==> src/rtl/yuv_wr_sched_pkg.sv <==
// Shared types for the YUV write scheduler: FSM encoding, plane select, burst sizing.
// No logic; imported by the scheduler top and the per-plane address generator.
package yuv_wr_pkg;

  typedef enum logic [1:0] {
    IDLE = 2'd0,
    CMD  = 2'd1,
    DATA = 2'd2,
    RESP = 2'd3
  } state_e;

  localparam logic PLANE_Y  = 1'b0;
  localparam logic PLANE_UV = 1'b1;

  function automatic int unsigned burst_bytes(input int unsigned beats, input int unsigned data_width);
    return beats * data_width / 8;
  endfunction

endpackage

==> src/rtl/yuv_wr_sched_if.sv <==
// Bundle between the two FWFT pixel FIFOs, the scheduler and the DDR write adapter.
// master: the scheduler side; slave: FIFOs plus memory adapter.
interface yuv_wr_sched_if #(
  parameter int DATA_WIDTH = 128,
  parameter int ADDR_WIDTH = 32,
  parameter int CNT_WIDTH  = 10
) ();

  logic                  frame_start_i;
  logic [CNT_WIDTH-1:0]  y_cnt_i;
  logic [DATA_WIDTH-1:0] y_data_i;
  logic                  y_rd_en_o;
  logic [CNT_WIDTH-1:0]  uv_cnt_i;
  logic [DATA_WIDTH-1:0] uv_data_i;
  logic                  uv_rd_en_o;
  logic                  cmd_valid_o;
  logic                  cmd_ready_i;
  logic [ADDR_WIDTH-1:0] cmd_addr_o;
  logic [7:0]            cmd_len_o;
  logic                  wr_valid_o;
  logic                  wr_ready_i;
  logic [DATA_WIDTH-1:0] wr_data_o;
  logic                  wr_last_o;
  logic                  resp_i;
  logic [1:0]            frame_idx_o;
  logic                  frame_done_o;
  logic                  ovf_o;

  modport master (
    input  frame_start_i, y_cnt_i, y_data_i, uv_cnt_i, uv_data_i,
           cmd_ready_i, wr_ready_i, resp_i,
    output y_rd_en_o, uv_rd_en_o, cmd_valid_o, cmd_addr_o, cmd_len_o,
           wr_valid_o, wr_data_o, wr_last_o, frame_idx_o, frame_done_o, ovf_o
  );

  modport slave (
    output frame_start_i, y_cnt_i, y_data_i, uv_cnt_i, uv_data_i,
           cmd_ready_i, wr_ready_i, resp_i,
    input  y_rd_en_o, uv_rd_en_o, cmd_valid_o, cmd_addr_o, cmd_len_o,
           wr_valid_o, wr_data_o, wr_last_o, frame_idx_o, frame_done_o, ovf_o
  );

endinterface

==> src/rtl/yuv_plane_addr_gen.sv <==
// Per-plane write offset inside the current frame buffer, with wrap and sticky overflow.
// addr_o is combinational from registered state; offset moves one cycle after adv_i/clr_i.
module yuv_plane_addr_gen
  import yuv_wr_pkg::*;
#(
  parameter int ADDR_WIDTH = 32,
  parameter int DATA_WIDTH = 128,
  parameter int BURST_LEN  = 16,
  parameter logic [ADDR_WIDTH-1:0] BASE_ADDR    = '0,
  parameter logic [ADDR_WIDTH-1:0] FRAME_STRIDE = 32'h0040_0000,
  parameter logic [ADDR_WIDTH-1:0] PLANE_OFFSET = '0,
  parameter logic [ADDR_WIDTH-1:0] PLANE_BYTES  = 32'h001F_A400
) (
  input  logic                  clk_i,
  input  logic                  rst_i,
  input  logic                  clr_i,
  input  logic                  adv_i,
  input  logic [1:0]            frame_idx_i,
  output logic [ADDR_WIDTH-1:0] addr_o,
  output logic                  ovf_o
);

  localparam logic [ADDR_WIDTH-1:0] BURST_BYTES = ADDR_WIDTH'(burst_bytes(BURST_LEN, DATA_WIDTH));

  logic [ADDR_WIDTH-1:0] offset_q, offset_d, offset_inc;
  logic                  ovf_q, ovf_d;

  always_comb begin
    offset_inc = offset_q + BURST_BYTES;
    offset_d   = offset_q;
    ovf_d      = ovf_q;
    if (clr_i) begin
      offset_d = '0;
    end else if (adv_i) begin
      if (offset_inc >= PLANE_BYTES) begin
        offset_d = '0;
        ovf_d    = 1'b1;
      end else begin
        offset_d = offset_inc;
      end
    end
  end

  always_ff @(posedge clk_i) begin
    if (rst_i) begin
      offset_q <= '0;
      ovf_q    <= 1'b0;
    end else begin
      offset_q <= offset_d;
      ovf_q    <= ovf_d;
    end
  end

  assign addr_o = BASE_ADDR + ADDR_WIDTH'(frame_idx_i) * FRAME_STRIDE + PLANE_OFFSET + offset_q;
  assign ovf_o  = ovf_q;

endmodule

==> src/rtl/yuv_wr_sched.sv <==
// Round-robin burst writer sharing one memory port between the Y and UV FIFOs; optional stats via YUV_WR_SCHED_STATS_EN.
// Latency: command one cycle after eligibility, first beat one cycle after command accept.
// Backpressure: cmd_ready_i holds the command, wr_ready_i stalls beats (pops only on accepted beats).
module yuv_wr_sched
  import yuv_wr_pkg::*;
#(
  parameter int DATA_WIDTH = 128,
  parameter int ADDR_WIDTH = 32,
  parameter int CNT_WIDTH  = 10,
  parameter int BURST_LEN  = 16,
  parameter logic [ADDR_WIDTH-1:0] BASE_ADDR      = '0,
  parameter logic [ADDR_WIDTH-1:0] FRAME_STRIDE   = 32'h0040_0000,
  parameter logic [ADDR_WIDTH-1:0] UV_OFFSET      = 32'h0020_0000,
  parameter logic [ADDR_WIDTH-1:0] Y_PLANE_BYTES  = 32'h001F_A400,
  parameter logic [ADDR_WIDTH-1:0] UV_PLANE_BYTES = 32'h000F_D200,
  parameter int NUM_FRAMES = 3
) (
  input  logic         clk_i,
  input  logic         rst_i,
  yuv_wr_sched_if.master bus
`ifdef YUV_WR_SCHED_STATS_EN
  ,
  output logic [15:0]  y_bursts_o,
  output logic [15:0]  uv_bursts_o,
  output logic [31:0]  stall_cycles_o
`endif
);

  localparam logic [CNT_WIDTH:0] BURST_CNT  = (CNT_WIDTH+1)'(BURST_LEN);
  localparam logic [7:0]         LAST_BEAT  = 8'(BURST_LEN - 1);
  localparam logic [1:0]         LAST_FRAME = 2'(NUM_FRAMES - 1);

  state_e                state_q, state_d;
  logic                  grant_q, grant_d;
  logic                  rr_q, rr_d;
  logic                  pend_q, pend_d;
  logic [1:0]            frame_idx_q, frame_idx_d;
  logic                  frame_done_q, frame_done_d;
  logic [ADDR_WIDTH-1:0] cmd_addr_q, cmd_addr_d;
  logic [7:0]            beat_q, beat_d;

  logic                  y_elig, uv_elig, sel, switch_frame, y_adv, uv_adv, beat_acc;
  logic                  y_ovf, uv_ovf;
  logic [ADDR_WIDTH-1:0] y_addr, uv_addr;

  yuv_plane_addr_gen #(
    .ADDR_WIDTH(ADDR_WIDTH), .DATA_WIDTH(DATA_WIDTH), .BURST_LEN(BURST_LEN),
    .BASE_ADDR(BASE_ADDR), .FRAME_STRIDE(FRAME_STRIDE),
    .PLANE_OFFSET('0), .PLANE_BYTES(Y_PLANE_BYTES)
  ) u_y_addr (
    .clk_i(clk_i), .rst_i(rst_i), .clr_i(switch_frame), .adv_i(y_adv),
    .frame_idx_i(frame_idx_q), .addr_o(y_addr), .ovf_o(y_ovf)
  );

  yuv_plane_addr_gen #(
    .ADDR_WIDTH(ADDR_WIDTH), .DATA_WIDTH(DATA_WIDTH), .BURST_LEN(BURST_LEN),
    .BASE_ADDR(BASE_ADDR), .FRAME_STRIDE(FRAME_STRIDE),
    .PLANE_OFFSET(UV_OFFSET), .PLANE_BYTES(UV_PLANE_BYTES)
  ) u_uv_addr (
    .clk_i(clk_i), .rst_i(rst_i), .clr_i(switch_frame), .adv_i(uv_adv),
    .frame_idx_i(frame_idx_q), .addr_o(uv_addr), .ovf_o(uv_ovf)
  );

  always_ff @(posedge clk_i) begin
    if (rst_i) begin
      state_q      <= IDLE;
      grant_q      <= PLANE_Y;
      rr_q         <= PLANE_Y;
      pend_q       <= 1'b0;
      frame_idx_q  <= 2'd0;
      frame_done_q <= 1'b0;
      cmd_addr_q   <= '0;
      beat_q       <= 8'd0;
    end else begin
      state_q      <= state_d;
      grant_q      <= grant_d;
      rr_q         <= rr_d;
      pend_q       <= pend_d;
      frame_idx_q  <= frame_idx_d;
      frame_done_q <= frame_done_d;
      cmd_addr_q   <= cmd_addr_d;
      beat_q       <= beat_d;
    end
  end

  // rr_q names the plane that wins a tie; a pending frame switch pre-empts arbitration.
  always_comb begin
    state_d      = state_q;
    grant_d      = grant_q;
    rr_d         = rr_q;
    frame_idx_d  = frame_idx_q;
    cmd_addr_d   = cmd_addr_q;
    beat_d       = beat_q;
    pend_d       = pend_q | bus.frame_start_i;
    switch_frame = 1'b0;
    y_adv        = 1'b0;
    uv_adv       = 1'b0;
    y_elig       = {1'b0, bus.y_cnt_i} >= BURST_CNT;
    uv_elig      = {1'b0, bus.uv_cnt_i} >= BURST_CNT;
    sel          = (y_elig && uv_elig) ? rr_q : (uv_elig ? PLANE_UV : PLANE_Y);
    case (state_q)
      IDLE: begin
        if (pend_q) begin
          switch_frame = 1'b1;
          pend_d       = 1'b0;
          frame_idx_d  = (frame_idx_q == LAST_FRAME) ? 2'd0 : frame_idx_q + 2'd1;
        end else if (y_elig || uv_elig) begin
          grant_d    = sel;
          cmd_addr_d = (sel == PLANE_UV) ? uv_addr : y_addr;
          state_d    = CMD;
        end
      end
      CMD: begin
        if (bus.cmd_ready_i) begin
          state_d = DATA;
          beat_d  = 8'd0;
        end
      end
      DATA: begin
        if (bus.wr_ready_i) begin
          beat_d = beat_q + 8'd1;
          if (beat_q == LAST_BEAT) state_d = RESP;
        end
      end
      RESP: begin
        if (bus.resp_i) begin
          y_adv   = (grant_q == PLANE_Y);
          uv_adv  = (grant_q == PLANE_UV);
          rr_d    = ~grant_q;
          state_d = IDLE;
        end
      end
      default: state_d = IDLE;
    endcase
    frame_done_d = switch_frame;
  end

  always_comb begin
    bus.cmd_valid_o  = (state_q == CMD);
    bus.wr_valid_o   = (state_q == DATA);
    beat_acc         = bus.wr_valid_o && bus.wr_ready_i;
    bus.y_rd_en_o    = beat_acc && (grant_q == PLANE_Y);
    bus.uv_rd_en_o   = beat_acc && (grant_q == PLANE_UV);
    bus.wr_data_o    = (grant_q == PLANE_UV) ? bus.uv_data_i : bus.y_data_i;
    bus.wr_last_o    = bus.wr_valid_o && (beat_q == LAST_BEAT);
    bus.cmd_addr_o   = cmd_addr_q;
    bus.cmd_len_o    = LAST_BEAT;
    bus.frame_idx_o  = frame_idx_q;
    bus.frame_done_o = frame_done_q;
    bus.ovf_o        = y_ovf | uv_ovf;
  end

`ifdef YUV_WR_SCHED_STATS_EN
  logic [15:0] y_cur_q, y_cur_d, uv_cur_q, uv_cur_d;
  logic [15:0] y_bursts_q, y_bursts_d, uv_bursts_q, uv_bursts_d;
  logic [31:0] stall_q, stall_d;

  // Running per-frame counts are published and restarted on every frame switch.
  always_comb begin
    y_cur_d     = y_cur_q + 16'(y_adv);
    uv_cur_d    = uv_cur_q + 16'(uv_adv);
    y_bursts_d  = y_bursts_q;
    uv_bursts_d = uv_bursts_q;
    stall_d     = stall_q;
    if (switch_frame) begin
      y_bursts_d  = y_cur_q;
      uv_bursts_d = uv_cur_q;
      y_cur_d     = 16'd0;
      uv_cur_d    = 16'd0;
    end
    if (bus.wr_valid_o && !bus.wr_ready_i && (stall_q != '1)) stall_d = stall_q + 32'd1;
  end

  always_ff @(posedge clk_i) begin
    if (rst_i) begin
      y_cur_q     <= 16'd0;
      uv_cur_q    <= 16'd0;
      y_bursts_q  <= 16'd0;
      uv_bursts_q <= 16'd0;
      stall_q     <= 32'd0;
    end else begin
      y_cur_q     <= y_cur_d;
      uv_cur_q    <= uv_cur_d;
      y_bursts_q  <= y_bursts_d;
      uv_bursts_q <= uv_bursts_d;
      stall_q     <= stall_d;
    end
  end

  assign y_bursts_o     = y_bursts_q;
  assign uv_bursts_o    = uv_bursts_q;
  assign stall_cycles_o = stall_q;
`endif

endmodule

==> src/flat_wrapper.sv <==
// flat-port wrapper written by rule: the top's interface ports become plain ports
module yuv_wr_sched_flat import yuv_wr_pkg::*;
#(
  parameter int DATA_WIDTH = 128,
  parameter int ADDR_WIDTH = 32,
  parameter int CNT_WIDTH  = 10,
  parameter int BURST_LEN  = 16,
  parameter logic [ADDR_WIDTH-1:0] BASE_ADDR      = '0,
  parameter logic [ADDR_WIDTH-1:0] FRAME_STRIDE   = 32'h0040_0000,
  parameter logic [ADDR_WIDTH-1:0] UV_OFFSET      = 32'h0020_0000,
  parameter logic [ADDR_WIDTH-1:0] Y_PLANE_BYTES  = 32'h001F_A400,
  parameter logic [ADDR_WIDTH-1:0] UV_PLANE_BYTES = 32'h000F_D200,
  parameter int NUM_FRAMES = 3
)
  (clk_i, rst_i, bus_frame_start_i, bus_y_cnt_i, bus_y_data_i, bus_uv_cnt_i, bus_uv_data_i, bus_cmd_ready_i, bus_wr_ready_i, bus_resp_i, bus_y_rd_en_o, bus_uv_rd_en_o, bus_cmd_valid_o, bus_cmd_addr_o, bus_cmd_len_o, bus_wr_valid_o, bus_wr_data_o, bus_wr_last_o, bus_frame_idx_o, bus_frame_done_o, bus_ovf_o);
  yuv_wr_sched_if #(.DATA_WIDTH(DATA_WIDTH), .ADDR_WIDTH(ADDR_WIDTH), .CNT_WIDTH(CNT_WIDTH)) bus_i ();
  input  logic clk_i;
  input  logic rst_i;
  input wire logic [$bits(bus_i.frame_start_i)-1:0] bus_frame_start_i;
  input wire logic [$bits(bus_i.y_cnt_i)-1:0] bus_y_cnt_i;
  input wire logic [$bits(bus_i.y_data_i)-1:0] bus_y_data_i;
  input wire logic [$bits(bus_i.uv_cnt_i)-1:0] bus_uv_cnt_i;
  input wire logic [$bits(bus_i.uv_data_i)-1:0] bus_uv_data_i;
  input wire logic [$bits(bus_i.cmd_ready_i)-1:0] bus_cmd_ready_i;
  input wire logic [$bits(bus_i.wr_ready_i)-1:0] bus_wr_ready_i;
  input wire logic [$bits(bus_i.resp_i)-1:0] bus_resp_i;
  output wire logic [$bits(bus_i.y_rd_en_o)-1:0] bus_y_rd_en_o;
  output wire logic [$bits(bus_i.uv_rd_en_o)-1:0] bus_uv_rd_en_o;
  output wire logic [$bits(bus_i.cmd_valid_o)-1:0] bus_cmd_valid_o;
  output wire logic [$bits(bus_i.cmd_addr_o)-1:0] bus_cmd_addr_o;
  output wire logic [$bits(bus_i.cmd_len_o)-1:0] bus_cmd_len_o;
  output wire logic [$bits(bus_i.wr_valid_o)-1:0] bus_wr_valid_o;
  output wire logic [$bits(bus_i.wr_data_o)-1:0] bus_wr_data_o;
  output wire logic [$bits(bus_i.wr_last_o)-1:0] bus_wr_last_o;
  output wire logic [$bits(bus_i.frame_idx_o)-1:0] bus_frame_idx_o;
  output wire logic [$bits(bus_i.frame_done_o)-1:0] bus_frame_done_o;
  output wire logic [$bits(bus_i.ovf_o)-1:0] bus_ovf_o;
  assign bus_i.frame_start_i = bus_frame_start_i;
  assign bus_i.y_cnt_i = bus_y_cnt_i;
  assign bus_i.y_data_i = bus_y_data_i;
  assign bus_i.uv_cnt_i = bus_uv_cnt_i;
  assign bus_i.uv_data_i = bus_uv_data_i;
  assign bus_i.cmd_ready_i = bus_cmd_ready_i;
  assign bus_i.wr_ready_i = bus_wr_ready_i;
  assign bus_i.resp_i = bus_resp_i;
  assign bus_y_rd_en_o = bus_i.y_rd_en_o;
  assign bus_uv_rd_en_o = bus_i.uv_rd_en_o;
  assign bus_cmd_valid_o = bus_i.cmd_valid_o;
  assign bus_cmd_addr_o = bus_i.cmd_addr_o;
  assign bus_cmd_len_o = bus_i.cmd_len_o;
  assign bus_wr_valid_o = bus_i.wr_valid_o;
  assign bus_wr_data_o = bus_i.wr_data_o;
  assign bus_wr_last_o = bus_i.wr_last_o;
  assign bus_frame_idx_o = bus_i.frame_idx_o;
  assign bus_frame_done_o = bus_i.frame_done_o;
  assign bus_ovf_o = bus_i.ovf_o;
  yuv_wr_sched #(.DATA_WIDTH(DATA_WIDTH), .ADDR_WIDTH(ADDR_WIDTH), .CNT_WIDTH(CNT_WIDTH), .BURST_LEN(BURST_LEN), .BASE_ADDR(BASE_ADDR), .FRAME_STRIDE(FRAME_STRIDE), .UV_OFFSET(UV_OFFSET), .Y_PLANE_BYTES(Y_PLANE_BYTES), .UV_PLANE_BYTES(UV_PLANE_BYTES), .NUM_FRAMES(NUM_FRAMES)) u_core (.clk_i(clk_i), .rst_i(rst_i), .bus(bus_i));
endmodule
==> config.mk <==
export PLATFORM = sky130hd
export DESIGN_NAME = yuv_wr_sched_flat
export DESIGN_NICKNAME = d
export VERILOG_FILES = /design/src/rtl/yuv_wr_sched_pkg.sv /design/src/rtl/yuv_wr_sched_if.sv /design/src/rtl/yuv_plane_addr_gen.sv /design/src/rtl/yuv_wr_sched.sv /design/src/flat_wrapper.sv
export SDC_FILE = /design/constraint.sdc
export NUM_CORES = 1
export LEC_CHECK = 0
export ABC_AREA = 1
export CORE_AREA = 2 2 180 182
export CTS_CLUSTER_SIZE = 25
export DETAILED_ROUTE_END_ITERATION = 8
export DIE_AREA = 0 0 182 184
export DONT_BUFFER_PORTS = 1
export GPL_ROUTABILITY_DRIVEN = 0
export GPL_TIMING_DRIVEN = 0
export PLACE_DENSITY = 0.41
export SETUP_SLACK_MARGIN = 0.15
export SYNTH_ARGS = -nofsm -noshare
export SYNTH_HDL_FRONTEND = slang
export SYNTH_SLANG_ARGS = --single-unit
==> constraint.sdc <==
create_clock -name clk_i -period 6.8 [get_ports clk_i]
set_clock_uncertainty 0.15 [all_clocks]
set_input_delay 1.02 -clock clk_i [delete_from_list [all_inputs] [get_ports clk_i]]
set_output_delay 1.02 -clock clk_i [all_outputs]
set_load 0.1 [all_outputs]
==> run metrics, run 1 <==
Post-synth EDFFs 0; post-DR wirelength/cell 21.4 um; Post-Synth XOR/XNOR Area 0.0264; multi-input logic area 4780 um^2; top-area cell type share of the netlist area 0.311; Cell variety after synth 41; register bit total from synthesis 90; final period utilization 0.625; initial antenna violation count 13; Core ar. 31400 um^2; setup repair bufs after CTS 0; drc violations 0; worst-margin pin slew 1200 ps; Setup crit start kind flop; final net count 1625; family with the most delay on the worst path buffers and inverters; CTS buffer count 9; unrepaired setup endpoints after global routing no; Post-Synthesis Cells 1303; via count of the first global-routing pass 7521; gr usage total 0.211; fraction of layout cells with a size suffix above 1 0.0683; final setup fails 0; DR pass1 iterations 7; most frequent cell after synthesis nand2_1; post-DR vias/cell 4.73; fmax 235 MHz; worst hold path class flop to flop; CP bufs+invs 4; compound-gate portion of the synthesized area 0.0987; synth warn 0; Area Growth Syn to Fin 12.3%; mux cell area share after synthesis 0; largest family of logic cells by synthesized area simple AND/OR/NAND/NOR gates; DRT iter0 DRCs 564; Post-Route WL 37400 um; I/O Buffers 0; Slew Viols, Final 0; Worst EP required 5630 ps; total gr overflow 0; main flop type after synthesis dfxtp_1; Seq/Total Area, Yosys 0.248; Async SR Flop Fraction 0; Crit path arrival time 3080 ps; Die ar. 33500 um^2; Critical Path End Type output pin; Hold Buf Count CTS 0; DIE WIDTH 182 um; Post-DRT Antenna Nets 0; crit-path most repeated cell clkbuf_1; I/O Pins 459; DR vias 8257; Layout Utilization 0.260; commonest cells in the netlist nand2_1, nor2_1, inv_1; TNS Setup 0 ps; filler instances 3628; CP Cell Sequence clkbuf_1, inv_1, clkbuf_1, clkbuf_1, nand2_1, nand2_1; initial core utilization 0.231; max_slew headroom 0.202; cell area after synthesis 7260 um^2; status finished clean; Clock Sinks 90; CTS Buffer Depth 2; pin count of the biggest net entering global routing 16; max incr delay on CP 740 ps; Avg Inst Size Synth 5.58 um^2; Lkg Pwr 3.53 nW; clock latency on the worst-skew pair 350 ps; Site Rows 65; DP Wirelength 32100 um; crit path max fanout 10; CTS tree done; simple-gate portion of the synthesized area 0.496; Synth Area in Adders 0.0279; top cells by area, synth nand2_1, dfxtp_1, nor2_1, inv_1, a21oi_1; Root Buffer clkbuf_16; Sequential Area 1800 um^2; clk slew on worst S/H paths 70 ps; Final Hold Vio Count 0; maximum vdd drop 0.376 mV; maxcap violations 0; Setup CP Type flop to output pin; first-pass GRT wire length 51000 um; CP max-delay cell nand2_1; H-tree Lvls 3; minimum clock period 4250 ps; cells resized by post-CTS repair 0; die height 184 um; pwr/cell area 519 nW/um^2; area leader, netlist nand2_1
-- power breakdown --
| part | internal, W | leakage (nW) | total (W) | switching [W] |
|---|---|---|---|---|
| Clock | 0.000298 | 0.142 | 0.000528 | 0.000230 |
| Sequential | 0.000589 | 0.730 | 0.00101 | 0.000423 |
| Combinational | 0.000211 | 2.66 | 0.00269 | 0.00248 |
| Total | 0.00110 | 3.53 | 0.00423 | 0.00313 |
-- flip-flops by register name, indices dropped and copies added, names as in the netlist --
name                       cells
u_core.rr_q                    1
u_core.u_y_addr.offset_q      24
u_core.u_uv_addr.offset_q     24
u_core.bus.frame_idx_o         2
u_core.state_q                 2
u_core.beat_q                  8
u_core.grant_q                 1
u_core.u_uv_addr.ovf_o         1
u_core.pend_q                  1
u_core.u_y_addr.ovf_o          1
u_core.bus.cmd_addr_o         24
u_core.bus.frame_done_o        1
-- path summary, 6_finish.rpt --
check,startpoint,slack [ps],to,depth (start not counted)
hold / removal,u_core.u_y_addr.ovf_o,300,u_core.u_y_addr.ovf_o,2
setup / recovery,u_core.grant_q,2550,bus_wr_data_o[95],6
setup reg to reg,u_core.bus.frame_idx_o[0],3400,u_core.bus.cmd_addr_o[31],12
hold reg to reg,u_core.u_y_addr.ovf_o,300,u_core.u_y_addr.ovf_o,2
-- layer usage --
layer	share of wire	track usage
met5	0.00088	0
met4	0.030	0.0881
met3	0.097	0.0721
met2	0.45	0.333
met1	0.42	0.262
-- cells by family after synthesis --
| logic type | count (synthesis) |
|---|---|
| simple gates | 870 |
| buf+inv | 174 |
| compound gates | 131 |
| flops | 90 |
| xor+xnor | 21 |
| fa+ha+maj | 15 |
| other cells | 2 |
-- final cells by class --
cell class,count,share of cell area
Clock inverter,5,0.00767
Inverter,100,0.0460
Tap cell,402,0.0617
Sequential cell,90,0.221
Multi-Input combinational cell,1053,0.587
Clock buffer,11,0.0298
Antenna cell,9,0.00276
Buffer,74,0.0445
-- cell usage in the layout (no fill, tap or decap), types with 2 or more instances in the layout --
master	Yosys	routed
nand2_1	602	602
nor2_4	5	5
clkbuf_16	0	9
nand4_1	8	8
dfxtp_1	90	90
clkinv_1	4	4
diode_2	0	9
inv_1	95	95
clkbuf_1	51	52
ha_1	13	13
nor2_2	9	12
nor3_1	36	36
nand3_2	13	13
conb_1	2	16
a31oi_1	3	3
a21oi_1	67	67
xor2_1	17	17
xnor2_1	3	3
nor3b_1	4	4
nand3_1	62	62
nand2_2	4	4
a211oi_1	3	3
a21oi_2	10	10
nor2_1	115	112
buf_4	20	20
o21ai_0	41	41
o22ai_1	3	3
fa_1	2	2
or2_2	7	7
clkinvlp_4	0	2
-- worst reg2reg max path, cell delays in order (launching register included) --
cell     delay (ps)
dfxtp_1        1110
inv_1           220
fa_1            480
inv_1            70
nand2_1          60
a21oi_1         230
nand3_1         180
nor3_1          250
nand2_1         110
o21ai_0         160
nand3_1         130
nand2_1         100
inv_1            30
-- stage by stage --
step | power, W | hold slack, ps | instance area (um^2) | setup WS [ps] | instances
after floorplan | 0.00336 | 269 | 7320 | 2770 | 1317
after global placement | 0.00371 | 285 | 7820 | 2580 | 1719
after detailed placement | 0.00371 | 283 | 7830 | 2790 | 1719
after CTS | 0.00426 | 299 | 8130 | 2390 | 1735
after global routing | 0.00439 | 336 | 8160 | 2270 | 1744
final | 0.00423 | 298 | 8160 | 2550 | 1744
Note: power is estimated with default switching activity, not from simulation.
==> run 2: changes to the inputs <==
- clock period: 6.8 -> 4 ns (I/O delays scaled with it)
==> run 2 against run 1 <==
  * Critical path depth shrank 1
  * Setup slack got worse by 2300 ps
  * First-iteration DRC count down 6.0%
  * Clock power up 70%
  * Power is 70% higher
  * Via count decreased by 0.23%
  * Critical path type unchanged
  * Critical endpoint is now bus_y_rd_en_o
==> run metrics, run 2 (same netlist as run 1, synthesis figures left out) <==
status finished clean; filler instances 3625 (-0.083%); Critical Path End Type output pin; worst hold path class primary input to flop; Setup CP Type flop to output pin; Worst Hold Endpoint u_core.pend_q; r2r setup slk 590 ps (-2810 ps); DR pass1 iterations 7 (unchanged); Die ar. 33500 um^2 (unchanged); Final Hold Vio Count 0 (unchanged); CTS Buffer Depth 2 (unchanged); clock latency on the worst-skew pair 350 ps (about the same); drc violations 0 (unchanged); Core ar. 31400 um^2 (unchanged); fmax 268 MHz; worst hold stages 2 (unchanged); setup repair bufs after CTS 0 (unchanged); Post-DRT Antenna Nets 0 (unchanged); Setup crit start kind flop; final period utilization 0.932; initial core utilization 0.231 (unchanged); fraction of layout cells with a size suffix above 1 0.0818 (+0.0135); worst-margin pin slew 1190 ps (-0.648 ps); Worst EP required 3250 ps (-2380 ps); clk slew on worst S/H paths 70 ps (about the same); dpl ws 410 ps (-2380 ps); Site Rows 65 (unchanged); DR vias 8238 (-0.23%); Slew Viols, Final 0 (unchanged); DRT iter0 DRCs 530 (-6.0%); post-DR wirelength/cell 21.4 um (about the same); Post-Route WL 37300 um (about the same); CTS buffer count 9 (unchanged); die height 184 um (unchanged); DP Wirelength 32100 um (unchanged); Area Growth Syn to Fin 12.9%; pwr/cell area 879 nW/um^2 (+70%); first-pass GRT wire length 51000 um (unchanged); crit path max fanout 8 (-2); CTS tree done; post-DR vias/cell 4.72 (-0.23%); FF-to-FF path depth 12 (unchanged); Lkg Pwr 3.53 nW (about the same); Hold Buf Count CTS 0 (unchanged); final setup fails 0 (unchanged); max_slew headroom 0.202 (+0.000433); most common cell after layout, fill and taps aside nand2_1; reg2reg end u_core.bus.cmd_addr_o[31]; total gr overflow 0 (unchanged); via count of the first global-routing pass 7519 (-0.027%); pin count of the biggest net entering global routing 16 (unchanged); final net count 1625 (unchanged); worst setup margin 271 ps (-2280 ps); Crit path arrival time 2980 ps (-100 ps); initial antenna violation count 13 (unchanged); beginning of the worst hold path bus_frame_start_i; I/O Pins 459 (unchanged); maximum vdd drop 0.638 mV (+70%); DIE WIDTH 182 um (unchanged); worst r2r src u_core.bus.frame_idx_o[0]; minimum clock period 3730 ps; Sequential Area 1800 um^2 (unchanged); H-tree Lvls 3 (unchanged); Root Buffer clkbuf_16; unrepaired setup endpoints after global routing no; TNS Setup 0 ps (unchanged); gr usage total 0.211 (about the same); most frequent cells in the layout nand2_1, nor2_1, inv_1, dfxtp_1, a21oi_1; maxcap violations 0 (unchanged); Clock Sinks 90 (unchanged); multi-input logic area 4830 um^2 (+0.94%); I/O Buffers 0 (unchanged)
run 2: cell counts in the layout (fill, tap and decap cells not counted):
No cell type changed its count.
run 2: layer usage:
layer | global-route usage | up-vias | wire, um
met1 | 0.262 | 3712 | 15600
li1 | - | 4096 | -
met5 | 0 | - | 31
met3 | 0.0721 | 45 | 3720
met2 | 0.333 | 379 | 16900
met4 | 0.0884 | 6 | 1170
run 2: timing repair:
item                                    in CTS  in global routing
pin swaps                                    0                  0
resized for setup                           10                  8
endpoints found under the setup margin      10                  8
run 2: worst max path at each step:
stage | startpoint | to | slack [ps]
6_report | u_core.state_q[0] | bus_y_rd_en_o | 270
5_1_grt | u_core.grant_q | bus_wr_data_o[103] | 150
4_1_cts | u_core.grant_q | bus_wr_data_o[64] | 150
3_5_place_dp | u_core.grant_q | bus_wr_data_o[94] | 410
3_3_place_gp | u_core.state_q[0] | bus_y_rd_en_o | 200
2_1_floorplan | u_core.state_q[0] | bus_uv_rd_en_o | 390
run 2: worst max-delay path: stages, from the launching register on:
cell and delay (ps):
dfxtp_1 330, inv_1 130, ha_1 840, clkbuf_2 340, nand2_1 120, nor2_2 850
run 2: area by class of cell:
cell class | instances | share of cell area
antenna | 9 | 0.00275
buffer | 74 | 0.0442
clock buffer | 11 | 0.0296
clock inverter | 5 | 0.00763
inverter | 100 | 0.0458
multi-input combinational | 1053 | 0.589
sequential | 90 | 0.220
tap | 402 | 0.0613
run 2: report_power, final:
part | switching, W | internal, W | total (W)
Sequential | 0.000720 | 0.00100 | 0.00172
Clock | 0.000390 | 0.000506 | 0.000896
Combinational | 0.00422 | 0.000369 | 0.00459
Total | 0.00533 | 0.00188 | 0.00721
run 2: per-stage QoR:
step	power (W)	util	cell area (um^2)	hold slack, ps	instances
after floorplan	0.00571	-	7320	269	1317
after global placement	0.00631	0.249	7820	285	1719
after detailed placement	0.00632	0.249	7830	283	1719
after CTS	0.00725	0.260	8160	219	1735
after global routing	0.00749	0.261	8200	267	1744
final	0.00721	0.261	8200	239	1744
==> run 3: changes to the inputs <==
- MAX_ROUTING_LAYER: unset -> met4
- clock period: 4 -> 4.6 ns (I/O delays scaled with it)
==> run 3 against run 2 <==
  * Clock power is 13% lower
  * Sequential power is 13% lower
  * Clock-buffer cell count stayed put
  * Die area stayed put
  * Critical endpoint is now bus_wr_data_o[95]
  * Largest power group unchanged
==> run metrics, run 3 (same netlist as run 1, synthesis figures left out) <==
Flop pwr share 0.239 (about the same); CTS buffer count 9 (unchanged); Critical Path End Type output pin; maximum vdd drop 0.556 mV (-13%); CTS Buffer Depth 2 (unchanged); Critical Path Start u_core.grant_q; die height 184 um (unchanged); worst hold path class flop to flop; maxcap violations 0 (unchanged); Core ar. 31400 um^2 (unchanged); Layout Utilization 0.260 (-0.00128); gr usage total 0.217 (+0.00611); minimum clock period 3960 ps; first-pass GRT wire length 51100 um (about the same); post-DR vias/cell 4.72 (-0.15%); switching pwr 0.00463 W (-13%); fraction of layout cells with a size suffix above 1 0.0683 (-0.0135); family with the most delay on the worst path buffers and inverters; CTS tree done; clock latency on the worst-skew pair 350 ps (about the same); max incr delay on CP 750 ps (-100 ps); I/O Buffers 0 (unchanged); Net Sw Frac 0.740 (about the same); setup repair bufs after CTS 0 (unchanged); pin count of the biggest net entering global routing 16 (unchanged); hold_ws 297 ps (+58.0 ps); Lkg Pwr 3.53 nW (about the same); DIE WIDTH 182 um (unchanged); DP Wirelength 32100 um (unchanged); Area Growth Syn to Fin 12.3%; drc violations 0 (unchanged); worst-margin pin slew 1230 ps (+33.2 ps); pwr/cell area 766 nW/um^2 (-13%); Area after DPL 7830 um^2 (unchanged); fmax 253 MHz; crit-path most repeated cell clkbuf_1; unrepaired setup endpoints after global routing no; final setup fails 0 (unchanged); clock network fraction of total power 0.124 (about the same); Post-DRT Antenna Nets 0 (unchanged); Worst EP required 3760 ps (+510 ps); Setup CP Type flop to output pin; initial antenna violation count 12 (-1); Post-Route WL 37300 um (-0.16%); Final Hold Vio Count 0 (unchanged); Pint 0.00162 W (-14%); cells resized by post-CTS repair 0 (-10); final period utilization 0.860; Site Rows 65 (unchanged); total gr overflow 0 (unchanged); Crit path arrival time 3120 ps (+140 ps); TNS Setup 0 ps (unchanged); crit path max fanout 10 (+2); CP Cell Sequence clkbuf_1, inv_1, clkbuf_1, clkbuf_1, nand2_1, nand2_1; Comb power frac 0.636 (about the same); H-tree Lvls 3 (unchanged); Slew Viols, Final 0 (unchanged); status finished clean; max_slew headroom 0.180 (-0.0222); Root Buffer clkbuf_16; I/O Pins 459 (unchanged); final net count 1625 (unchanged); most common cell after layout, fill and taps aside nand2_1; Die ar. 33500 um^2 (unchanged); CP bufs+invs 4 (+2); Final Instance Area 8160 um^2 (-0.49%); clk slew on worst S/H paths 70 ps (about the same); via count of the first global-routing pass 7520 (+0.013%); Power Total 0.00625 W (-13%); Hold Buf Count CTS 0 (unchanged); initial core utilization 0.231 (unchanged); post-DR wirelength/cell 21.4 um (-0.28%); Setup crit start kind flop; most frequent cells in the layout nand2_1, nor2_1, inv_1, dfxtp_1, a21oi_1; beginning of the worst hold path u_core.u_y_addr.ovf_o; DR vias 8235 (-0.036%); CP max-delay cell nand2_1; DR pass1 iterations 7 (unchanged); worst r2r src u_core.bus.frame_idx_o[0]; DRT iter0 DRCs 530 (unchanged); Clock Sinks 90 (unchanged)
==> run 3: cell count changes in the layout (fill, tap and decap cells not counted) <==
cell     change
nand2_1     +18
nand2_2     -18
diode_2      +2
==> run 3: final timing paths <==
check | end | slack (ps) | depth (start not counted)
setup / recovery | bus_wr_data_o[95] | 640 | 6
hold / removal | u_core.u_y_addr.ovf_o | 300 | 2
hold reg to reg | u_core.u_y_addr.ovf_o | 300 | 2
setup reg to reg | u_core.bus.cmd_addr_o[31] | 1150 | 12
==> run 3: worst register-to-register path: stages, from the launching register on <==
cell	delay, ps
dfxtp_1	1140
inv_1	230
fa_1	490
inv_1	70
nand2_1	60
a21oi_1	230
nand3_1	180
nor3_1	260
nand2_1	110
o21ai_0	170
nand3_1	130
nand2_1	100
inv_1	30
==> run 3: layer usage <==
metal,up-vias,wire (um),part of all wire,GRT usage
met5,-,0,0,-
met4,0,1350,0.036,0.0861
met3,44,3450,0.093,0.0719
met2,374,16600,0.45,0.334
met1,3715,15800,0.42,0.263
li1,4102,-,-,-
==> run 3: cell type report <==
cell class | instances | area (um^2)
fillers | 3626 | 23200
multi-input cells | 1053 | 4780
flip-flops and latches | 90 | 1800
well taps | 402 | 503
inverters | 100 | 375
plain buffers | 74 | 363
clock buffers | 11 | 243
clock inverters | 5 | 62.6
diodes | 11 | 27.5
==> run 3: power by group through the flow <==
stage | Clock (W) | Sequential (W) | Combinational [W]
6_report | 0.000777 | 0.00150 | 0.00398
3_3_place_gp | 0 | 0.00152 | 0.00397
4_1_cts | 0.000809 | 0.00150 | 0.00398
5_1_grt | 0.000843 | 0.00152 | 0.00413
2_1_floorplan | 0 | 0.00146 | 0.00350
3_5_place_dp | 0 | 0.00152 | 0.00397
==> run 3: through the flow <==
stage               cells  setup slack, ps
detailed placement   1719              920
CTS                  1735              523
global placement     1719              706
global route         1746              403
floorplan            1317              899
finish               1746              643
